`src/rtl/core_bus_arbiter.sv`:
```
// core_bus_arbiter: serialises the core's ibus/dbus requests onto one single-beat memory channel.
// Define ARB_ROUND_ROBIN_EN for round-robin arbitration; the default build uses fixed dbus priority.

typedef enum logic [2:0] {
   MSIZE1 = 3'd0,
   MSIZE2 = 3'd1,
   MSIZE4 = 3'd2,
   MSIZE8 = 3'd3
} msize_t;

typedef struct packed {
   logic        valid;
   logic [63:0] addr;
} ibus_req_t;

typedef struct packed {
   logic        addr_ok;
   logic        data_ok;
   logic [31:0] data;
} ibus_resp_t;

typedef struct packed {
   logic        valid;
   logic [63:0] addr;
   msize_t      size;
   logic [7:0]  strobe;
   logic [63:0] data;
} dbus_req_t;

typedef struct packed {
   logic        addr_ok;
   logic        data_ok;
   logic [63:0] data;
} dbus_resp_t;

module core_bus_arbiter #(
   parameter int ADDR_W = 64,
   parameter int DATA_W = 64
) (
   input  logic              clk,
   input  logic              reset,
   input  ibus_req_t         ireq,
   output ibus_resp_t        iresp,
   input  dbus_req_t         dreq,
   output dbus_resp_t        dresp,
   output logic              mreq_valid,
   output logic              mreq_write,
   output logic [ADDR_W-1:0] mreq_addr,
   output logic [2:0]        mreq_size,
   output logic [7:0]        mreq_strobe,
   output logic [DATA_W-1:0] mreq_data,
   input  logic              mreq_ready,
   input  logic              mresp_valid,
   input  logic [DATA_W-1:0] mresp_data
);

   typedef enum logic [1:0] {
      ST_IDLE = 2'd0,
      ST_REQ  = 2'd1,
      ST_WAIT = 2'd2,
      ST_RESP = 2'd3
   } state_t;

   localparam ibus_resp_t IRESP_IDLE = '{addr_ok: 1'b0, data_ok: 1'b0, data: 32'd0};
   localparam dbus_resp_t DRESP_IDLE = '{addr_ok: 1'b0, data_ok: 1'b0, data: 64'd0};

   state_t            state_r;
   state_t            state_s;
   logic              start_s;
   logic              pick_d_s;
   logic              grant_d_r;
   logic              mreq_valid_r;
   logic              mreq_write_r;
   logic [ADDR_W-1:0] mreq_addr_r;
   logic [2:0]        mreq_size_r;
   logic [7:0]        mreq_strobe_r;
   logic [DATA_W-1:0] mreq_data_r;
   ibus_resp_t        iresp_r;
   dbus_resp_t        dresp_r;
   logic [63:0]       beat_s;

   function automatic logic [31:0] iword_sel(input logic [63:0] beat, input logic hi);
      if (hi) begin
         return beat[63:32];
      end else begin
         return beat[31:0];
      end
   endfunction

   assign beat_s = 64'(mresp_data);

   // Next-state logic; start_s marks the IDLE edge that captures a new request.
   always_comb begin
      state_s = state_r;
      start_s = 1'b0;
      case (state_r)
         ST_IDLE: begin
            if (ireq.valid || dreq.valid) begin
               state_s = ST_REQ;
               start_s = 1'b1;
            end else begin
               state_s = ST_IDLE;
            end
         end
         ST_REQ: begin
            if (mreq_ready) begin
               state_s = ST_WAIT;
            end else begin
               state_s = ST_REQ;
            end
         end
         ST_WAIT: begin
            if (mresp_valid) begin
               state_s = ST_RESP;
            end else begin
               state_s = ST_WAIT;
            end
         end
         ST_RESP: state_s = ST_IDLE;
         default: state_s = ST_IDLE;
      endcase
   end

`ifdef ARB_ROUND_ROBIN_EN
   logic last_grant_d_r;

   // Round-robin winner: on contention the client not granted last time wins.
   always_comb begin
      pick_d_s = 1'b0;
      if (ireq.valid && dreq.valid) begin
         pick_d_s = ~last_grant_d_r;
      end else begin
         pick_d_s = dreq.valid;
      end
   end

   // Last-grant history, reset to ibus so the first contended grant goes to dbus.
   always_ff @(posedge clk or negedge reset) begin
      if (!reset) begin
         last_grant_d_r <= 1'b0;
      end else if (start_s) begin
         last_grant_d_r <= pick_d_s;
      end else begin
         last_grant_d_r <= last_grant_d_r;
      end
   end
`else
   // Fixed priority: dbus wins whenever it requests.
   always_comb begin
      pick_d_s = dreq.valid;
   end
`endif

   // State, latched request and registered response outputs.
   always_ff @(posedge clk or negedge reset) begin
      if (!reset) begin
         state_r       <= ST_IDLE;
         grant_d_r     <= 1'b0;
         mreq_valid_r  <= 1'b0;
         mreq_write_r  <= 1'b0;
         mreq_addr_r   <= '0;
         mreq_size_r   <= 3'd0;
         mreq_strobe_r <= 8'd0;
         mreq_data_r   <= '0;
         iresp_r       <= IRESP_IDLE;
         dresp_r       <= DRESP_IDLE;
      end else begin
         state_r <= state_s;

         if (start_s) begin
            grant_d_r    <= pick_d_s;
            mreq_valid_r <= 1'b1;
            if (pick_d_s) begin
               mreq_write_r  <= |dreq.strobe;
               mreq_addr_r   <= ADDR_W'(dreq.addr);
               mreq_size_r   <= dreq.size;
               mreq_strobe_r <= dreq.strobe;
               mreq_data_r   <= DATA_W'(dreq.data);
            end else begin
               mreq_write_r  <= 1'b0;
               mreq_addr_r   <= ADDR_W'(ireq.addr);
               mreq_size_r   <= MSIZE4;
               mreq_strobe_r <= 8'd0;
               mreq_data_r   <= '0;
            end
         end else if ((state_r == ST_REQ) && mreq_ready) begin
            mreq_valid_r <= 1'b0;
         end else begin
            mreq_valid_r <= mreq_valid_r;
         end

         // Response is pulsed for the single RESP cycle; write data is not returned.
         if ((state_r == ST_WAIT) && mresp_valid) begin
            if (grant_d_r) begin
               dresp_r.addr_ok <= 1'b1;
               dresp_r.data_ok <= 1'b1;
               dresp_r.data    <= mreq_write_r ? 64'd0 : beat_s;
               iresp_r         <= IRESP_IDLE;
            end else begin
               iresp_r.addr_ok <= 1'b1;
               iresp_r.data_ok <= 1'b1;
               iresp_r.data    <= iword_sel(beat_s, mreq_addr_r[2]);
               dresp_r         <= DRESP_IDLE;
            end
         end else begin
            iresp_r <= IRESP_IDLE;
            dresp_r <= DRESP_IDLE;
         end
      end
   end

   assign mreq_valid  = mreq_valid_r;
   assign mreq_write  = mreq_write_r;
   assign mreq_addr   = mreq_addr_r;
   assign mreq_size   = mreq_size_r;
   assign mreq_strobe = mreq_strobe_r;
   assign mreq_data   = mreq_data_r;
   assign iresp       = iresp_r;
   assign dresp       = dresp_r;

endmodule

```
`config.mk`:
```
export PLATFORM = sky130hd
export DESIGN_NAME = core_bus_arbiter
export DESIGN_NICKNAME = d
export VERILOG_FILES = /design/src/rtl/core_bus_arbiter.sv
export SDC_FILE = /design/constraint.sdc
export NUM_CORES = 1
export LEC_CHECK = 0
export ABC_AREA = 1
export CAP_MARGIN = 10
export CORE_AREA = 2 2 202 204
export CTS_CLUSTER_DIAMETER = 40
export DETAILED_ROUTE_END_ITERATION = 8
export DIE_AREA = 0 0 204 206
export GPL_ROUTABILITY_DRIVEN = 0
export GPL_TIMING_DRIVEN = 0
export REMOVE_ABC_BUFFERS = 1
export SLEW_MARGIN = 20
export SYNTH_ARGS = -nofsm -noshare
export SYNTH_HDL_FRONTEND = slang
export SYNTH_SLANG_ARGS = --single-unit
```
`constraint.sdc`:
```
create_clock -name clk -period 2 [get_ports clk]
set_clock_uncertainty 0.2 [all_clocks]
set_input_delay 0.6 -clock clk [delete_from_list [all_inputs] [get_ports clk]]
set_output_delay 0.6 -clock clk [all_outputs]
set_load 0.05 [all_outputs]
```
==> Word-level counts from Yosys, hierarchy flattened <==
Index checks and enable logic that the tools add are counted.
{ "word_totals": {"register_bits": 244, "latchBits": 0, "ramBits": 0, "rom_bits": 0, "in_bits": 273, "out_inout_bits": 241, "elab_cells": 42, "memories": 0} }
{ "classes": {"add_sub_neg": 0, "mul": 0, "div_mod_pow": 0, "magnitude_cmp": 0, "eq_ne": 3, "shift": 0, "mux": 19, "bitwise": 0, "reduce_logical": 6} }
{ "op_table": {"columns": ["op", "n"], "rows": [
  ["$mux 64", 3],
  ["$mux 66", 2],
  ["$mux 34", 2],
  ["$mux 32", 1],
  ["$mux 8", 1],
  ["$pmux 2 s4", 1],
  ["$reduce_or 8->1", 1],
  ["$mux 1", 7],
  ["$eq 2x2->1 const B", 2],
  ["$mux 3", 1],
  ["$eq 2x1->1 const B", 1],
  ["$logic_and 1x1->1", 2],
  ["$logic_not 2->1", 1],
  ["$mux 2", 1],
  ["$reduce_bool 2->1", 1],
  ["$logic_or 1x1->1", 1]
]} }

==> Longest topological paths before layout <==
Gate-level depths: netlist of the first run.
{ "logic_depth": {"ltp_word": 4, "ltp_mapped": 7} }

==> Worst setup path after synthesis of the first run <==
No wires, ideal clock.
{ "synth_timing": {"path_kind": "register -> output", "startpoint": "register dresp_r (netlist bit dresp[65])", "endpoint": "output dresp[65] (netlist bit)", "arrival_time_ps": 886, "required_ps": 1200, "setup_slack_ps": 314, "path_stages_with_launch": 2, "path_buffers": 1, "path_cell_list": "dfrtp_1 buf_4"} }
{ "synth_rtl": {"columns": ["item", "line", "text"], "rows": [
  ["start, declared", "79", "dbus_resp_t dresp_r;"],
  ["end, declared", "45", "output dbus_resp_t dresp,"]
]} }
No word-level cell between the ends.

==> Final worst setup path of the first run <==
{ "layout_timing": {"startpoint": "register mreq_addr_r[2], in the netlist mreq_addr[2]", "endpoint": "output mreq_addr[2]"} }
{ "layout_rtl": {"columns": ["item", "line", "text"], "rows": [
  ["start, declared", "74", "logic [ADDR_W-1:0] mreq_addr_r;"],
  ["start signal, assigned", "175", "mreq_addr_r <= ADDR_W'(dreq.addr);"],
  ["start signal, assigned", "181", "mreq_addr_r <= ADDR_W'(ireq.addr);"],
  ["end, declared", "48", "output logic [ADDR_W-1:0] mreq_addr,"]
]} }
No word-level cell between the ends.

==> out/results.txt, run 1 <==
worst path buffer plus inverter count: 1
status: complete, no violations
placed cell count: 2,160
total leakage power: 0.00850 uW
pre-CTS setup slack: -1080 ps
die span in x: 204 um
insertion delay of the later-clocked pin in the worst-skew pair: 520 ps
clock sinks: 242
fillcell total: 4,099
distinct cell type count of the synthesized netlist: 15
tightest hold margin: 259 ps
first-pass detailed-route iteration total: 5
sw power: 11,800 uW
max-capacitance violation count: 0
overflow left after global routing: 0
count of vias placed by the detailed router: 9,486
post-layout minimum cycle time: 1990 ps
number of rows in the core area: 74
overall track demand over capacity in global routing: 17.5%
RSZ-0062 raised after global routing: true
overall routed net length: 38.1 mm
number of instances in the synthesized netlist: 1,173
Pint: 13,600 uW
top-level port count: 514
crit path setup slack, layout: 9.17 ps
clock tree root buffer cell: clkbuf_16
share of the clock period used by the worst path after layout: 99.5%
Synth Cell Area: 0.00984 mm2
Vert. Die Dim: 206 um
highest net fanout along the worst path: 2
post-detailed-route count of antenna-violating nets: 0
Reg power frac: 27.7%
per-cell routed wire length: 17.0 um
post-route DRC violation count: 0
total number of H-tree levels: 2
critical path, cell by cell: buf_6
count of state elements after synthesis: 242
via count of the first global-routing pass: 9,453
Worst Path Arrival: 1190 ps
clock tree from TritonCTS: done
Final Hold Viols: 0
layout cell share with drive strength beyond 1: 19.5%
crit start category: flop
maximum clock rate: 502 MHz
clock-pin slew reported for the worst setup and hold paths after clock tree synthesis: 60 ps
slew at the pin closest to its max-slew limit: 951 ps
Mean Syn Cell Area: 8.39 um2
switching power as a share of total power: 46.3%
detailed placer's ending HPWL: 27.0 mm
Slew HR: 36.6%
Warnings, synthesis: 0
CP peak stage delay: 500 ps
number of port buffers: 513
wire length of the first global-routing pass: 55.9 mm
clock network fraction of design power: 26.4%
final setup violation count: 0
endpoint required time on the critical path: 1200 ps
initial core utilization: 24.5%
Critical Path Slowest Stage Cell: dfrtp_4
power per standard cell area: 1600 mW/mm2
initial detailed-routing violation count: 467
NumNets Final: 1,948
crit path kind: flop to output port
sequential area share after synthesis: 61.5%
number of standard cells in the final layout excluding fillers: 2,238
Via density: 4.24
Combinational Power Share: 45.9%
Inserted Clock Buffers: 38
Worst VDD drop: 0.696 mV
final number of max-transition violations: 0
core area: 0.0402 mm2
worst min-delay path category: flop to flop
maximum number of pins on one net before global-route repair: 131
crit end category: output port
total die area: 0.0420 mm2
area grow syn2layout: 61.1%
initial antenna violation count: 5
buffers from clock root to sink, at most: 3
critical path's top delay family: flip-flops
## worst paths after layout
path,startpoint,to,slack [ps],cells past startpoint
max reg2reg,mreq_write,dresp[39],140,3
min,grant_d_r,iresp[33],260,1
max,mreq_addr[2],mreq_addr[2],9,1
min in group asynchronous,reset,mreq_data[0],390,2
min reg2reg,grant_d_r,iresp[33],260,1
max in group asynchronous,reset,mreq_addr[2],300,3
## sequential cells by signal, indices dropped and copies added (netlist names), named ones only
signal and flops:
mreq_data 64, grant_d_r 1, state_r 1, mreq_write 1, mreq_valid 1, dresp 65
mreq_strobe 8, mreq_addr 64, mreq_size 3, iresp 33
## stage by stage
stage	instance area (um2)	setup TNS, ps	power (uW)	util (%)
floorplan	9440	-175240	14400	-
global placement	15200	-3585610	19300	37.9
detailed placement	15500	-131660	19700	38.6
CTS	15800	-25.8	25500	39.2
global route	15900	-178	26700	39.5
finish	15900	0	25400	39.5
## what timing repair did
| item | 4_1_cts | 5_1_grt |
|---|---|---|
| gates cloned | 1 | 1 |
| gates resized for setup | 1240 | 35 |
| hold endpoints to repair | 54 | 0 |
| buffers inserted | 4 | 2 |
| hold buffers | 1 | 0 |
| pin swaps | 1 | 1 |
| endpoints found under the setup margin | 391 | 80 |
## kinds of logic (layout without fill, tap and decap cells)
logic type             Yosys count  count (layout)  share of synthesized area (%)
AND/OR/NAND/NOR                688             688                           26.3
flip-flops                     242             242                           61.5
buffers and inverters          141             671                           6.85
AO/OA/AOI/OAI                  102             102                           5.33
other                            0               3                              0
## cells in the mapped netlist
cell type / number / area [um2]
inv_1: 69 / 259
o211ai_1: 1 / 7.51
buf_4: 10 / 75.1
inv_2: 4 / 15.0
nor2_1: 73 / 274
a21oi_1: 32 / 160
nand3_1: 2 / 10.0
o21ai_4: 1 / 16.3
nand2_1: 612 / 2300
nor2_2: 1 / 6.26
clkbuf_1: 22 / 82.6
dfrtp_1: 242 / 6060
buf_6: 10 / 113
buf_2: 26 / 130
o21ai_0: 68 / 340
## cells in the final DEF (no fill, tap or decap), types with 2 or more instances in the layout
master           count
o21ai_0             68
clkbuf_16           42
clkbuf_8             4
nand2_1            611
clkinv_4             3
buf_6                2
buf_2              188
nand3_1              2
clkbuf_1             5
inv_2                2
bufinv_16            4
clkbuf_4            31
a21oi_1             32
dfrtp_1            241
inv_6                4
inv_1               67
buf_8                2
buf_4               25
diode_2              3
nor2_1              73
buf_12               3
clkinv_2             5
clkdlybuf4s50_1    270
clkinvlp_4           4
buf_16               6
## per-layer routing
layer	wire, um	part of all wire (%)	GRT usage (%)	vias to the layer above
met2	18000	47	29.0	409
met4	1290	3.4	7.95	0
met1	14400	38	19.6	4452
met3	4310	11	7.63	70
li1	-	-	-	4555
met5	0	0	0	-
## power groups by stage
stage / clock (uW) / combinational (uW) / sequential (uW)
global route: 7060 / 12500 / 7200
floorplan: 0 / 2490 / 11900
detailed placement: 0 / 12500 / 7210
CTS: 6860 / 11700 / 7010
finish: 6700 / 11700 / 7020
global placement: 0 / 12200 / 7170
## area by class of cell
cell class | instances | area, um2 | share of cell area, %
sequential | 242 | 6060 | 38.2
timing repair buffer | 529 | 4380 | 27.6
multi-input combinational | 790 | 3120 | 19.7
clock buffer | 50 | 1100 | 6.94
tap | 532 | 666 | 4.20
inverter | 73 | 317 | 2.00
clock inverter | 18 | 204 | 1.29
timing repair inverter | 1 | 8.76 | 0.0552
antenna | 3 | 7.51 | 0.0473
Note: power is estimated with default switching activity, not from simulation.
==> inputs of run 2 (changes only) <==
--- a/config.mk
+++ b/config.mk
@@ -14,6 +14,7 @@
 export GPL_ROUTABILITY_DRIVEN = 0
 export GPL_TIMING_DRIVEN = 0
 export REMOVE_ABC_BUFFERS = 1
+export SETUP_SLACK_MARGIN = 0.02
 export SLEW_MARGIN = 20
 export SYNTH_ARGS = -nofsm -noshare
 export SYNTH_HDL_FRONTEND = slang
==> run 2 against run 1 <==
  * First-iteration DRC count is 1.7% higher
  * Clock power hardly changed
  * Non-clock buffer count rose by 2
  * Worst setup slack improved by 4.0 ps
  * Cell count about the same
  * Maximum frequency grew 0.20%
  * Register-to-register slack improved by 30 ps
  * Critical path depth unchanged
  * Critical endpoint unchanged
  * Largest cell class unchanged
==> out/results.txt, run 2 (same netlist as run 1, synthesis figures left out) <==
clock tree from TritonCTS: done
overall routed net length: 38.6 mm (+1.4%)
post-route setup TNS: 0 ps (unchanged)
clock tree root buffer cell: clkbuf_16
status: complete, no violations
max-capacitance violation count: 0 (unchanged)
post-detailed-route count of antenna-violating nets: 0 (unchanged)
commonest non-fill, non-tap cells in the layout: 611 x nand2_1, 270 x clkdlybuf4s50_1, 240 x dfrtp_1
slew at the pin closest to its max-slew limit: 720 ps (-230 ps)
final setup violation count: 0 (unchanged)
area occupied by multi-input gates: 0.00312 mm2 (unchanged)
crit start category: flop
share of the clock period used by the worst path after layout: 99.3% (-0.20 points)
die span in x: 204 um (unchanged)
power per standard cell area: 1600 mW/mm2 (about the same)
count of vias placed by the detailed router: 9,547 (+0.64%)
CP peak stage delay: 490 ps (about the same)
post-route DRC violation count: 0 (unchanged)
Final Hold Viols: 0 (unchanged)
Inserted Clock Buffers: 38 (unchanged)
Worst path depth: 1 (unchanged)
endpoint required time on the critical path: 1200 ps (about the same)
R2R depth: 8 (+5)
worst min-delay path category: flop to flop
end-of-flow core utilization: 40.3% (+0.85 points)
Worst VDD drop: 0.696 mV (about the same)
wire length of the first global-routing pass: 56.7 mm (+1.5%)
per-cell routed wire length: 17.2 um (+1.3%)
Vert. Die Dim: 206 um (unchanged)
fillcell total: 4,077 (-0.54%)
Slew HR: 52.0% (+15 points)
Worst Path Arrival: 1190 ps (about the same)
via count of the first global-routing pass: 9,506 (+0.56%)
Critical Path Slowest Stage Cell: dfrtp_4
final number of max-transition violations: 0 (unchanged)
maximum number of pins on one net before global-route repair: 96 (-27%)
Largest register FFs: 65 (unchanged)
initial detailed-routing violation count: 475 (+1.7%)
critical path, cell by cell: buf_6
NumNets Final: 1,950 (+0.10%)
buffers from clock root to sink, at most: 3 (unchanged)
number of rows in the core area: 74 (unchanged)
worst path buffer plus inverter count: 1 (unchanged)
highest net fanout along the worst path: 2 (unchanged)
Via density: 4.26 (+0.55%)
overflow left after global routing: 0 (unchanged)
sequential cell area: 0.00606 mm2 (about the same)
overall track demand over capacity in global routing: 17.9% (+0.35 points)
initial antenna violation count: 5 (unchanged)
number of port buffers: 513 (unchanged)
insertion delay of the later-clocked pin in the worst-skew pair: 530 ps (about the same)
crit end category: output port
top-level port count: 514 (unchanged)
layout cell share with drive strength beyond 1: 19.6% (+0.15 points)
critical path's top delay family: flip-flops
total leakage power: 0.00857 uW (+0.81%)
number of cells on the worst hold path: 1 (unchanged)
initial core utilization: 24.5% (unchanged)
total die area: 0.0420 mm2 (unchanged)
maximum clock rate: 503 MHz (+0.20%)
RSZ-0062 raised after global routing: true
area grow syn2layout: 64.6%
most frequent standard cell in the layout excluding fill and tap cells: nand2_1
first-pass detailed-route iteration total: 5 (unchanged)
crit path kind: flop to output port
total number of H-tree levels: 2 (unchanged)
post-layout minimum cycle time: 1990 ps (-4.03 ps)
clock-pin slew reported for the worst setup and hold paths after clock tree synthesis: 60 ps (about the same)
core area: 0.0402 mm2 (unchanged)
detailed placer's ending HPWL: 27.0 mm (unchanged)
clock sinks: 242 (unchanged)
[run 2: cell types whose count changed in the layout (fill, tap and decap cells not counted), sizes merged]
| cell | before | now |
|---|---|---|
| bufbuf | 0 | 2 |
| clkbuf | 82 | 116 |
| buf | 226 | 192 |
| inv | 76 | 77 |
| clkinv | 8 | 7 |
[run 2: metrics by stage]
step / cell area [um2] / worst slack [ps] / instances / power (uW) / hold slack [ps]
2_1_floorplan: 9440 / -1750 / 1105 / 14400 / 104
3_3_place_gp: 15200 / -10530 / 2150 / 19300 / 233
3_5_place_dp: 15500 / -1080 / 2160 / 19700 / 254
4_1_cts: 16000 / -25.8 / 2237 / 26000 / 262
5_1_grt: 16200 / -30.7 / 2240 / 27300 / 281
6_report: 16200 / 13.2 / 2240 / 25900 / 259
[run 2: area by class of cell]
cell class / instances / share of cell area [%]
antenna: 3 / 0.0463
clock buffer: 50 / 6.79
clock inverter: 18 / 1.26
inverter: 73 / 1.96
multi-input combinational: 790 / 19.3
sequential: 242 / 37.4
tap: 532 / 4.11
timing repair buffer: 531 / 29.1
timing repair inverter: 1 / 0.0541
[run 2: repair_timing]
action                                  4_1_cts  5_1_grt
endpoints found under the setup margin      408      156
cloned                                        3        0
hold buffers                                  1        0
pin swaps                                     1        1
gates resized for setup                    1299       77
setup buffers                                 5        1
endpoints found under the hold margin        54        0
[run 2: worst paths after layout]
kind                              start             to  slack (ps)
max                        mreq_addr[2]   mreq_addr[2]          10
min                           grant_d_r      iresp[33]         260
max reg2reg                  state_r[0]  mreq_addr[46]         170
min reg2reg                   grant_d_r      iresp[33]         260
max in group asynchronous         reset   mreq_addr[2]         300
min in group asynchronous         reset  mreq_data[29]         390
[run 2: where the power goes]
part           internal, uW  total [uW]  leakage, uW  switching, uW
clock                  4290        6700     0.000631           2410
combinational          3480       12200      0.00476           8670
sequential             6320        7070      0.00318            753
[run 2: metal layers]
layer  vias up  track usage (%)  part of all wire, %
li1       4563                -                    -
met1      4482             19.9                   37
met2       426             29.7                   48
met3        76             7.76                   11
met4         0             8.10                  3.6
met5         -                0                    0
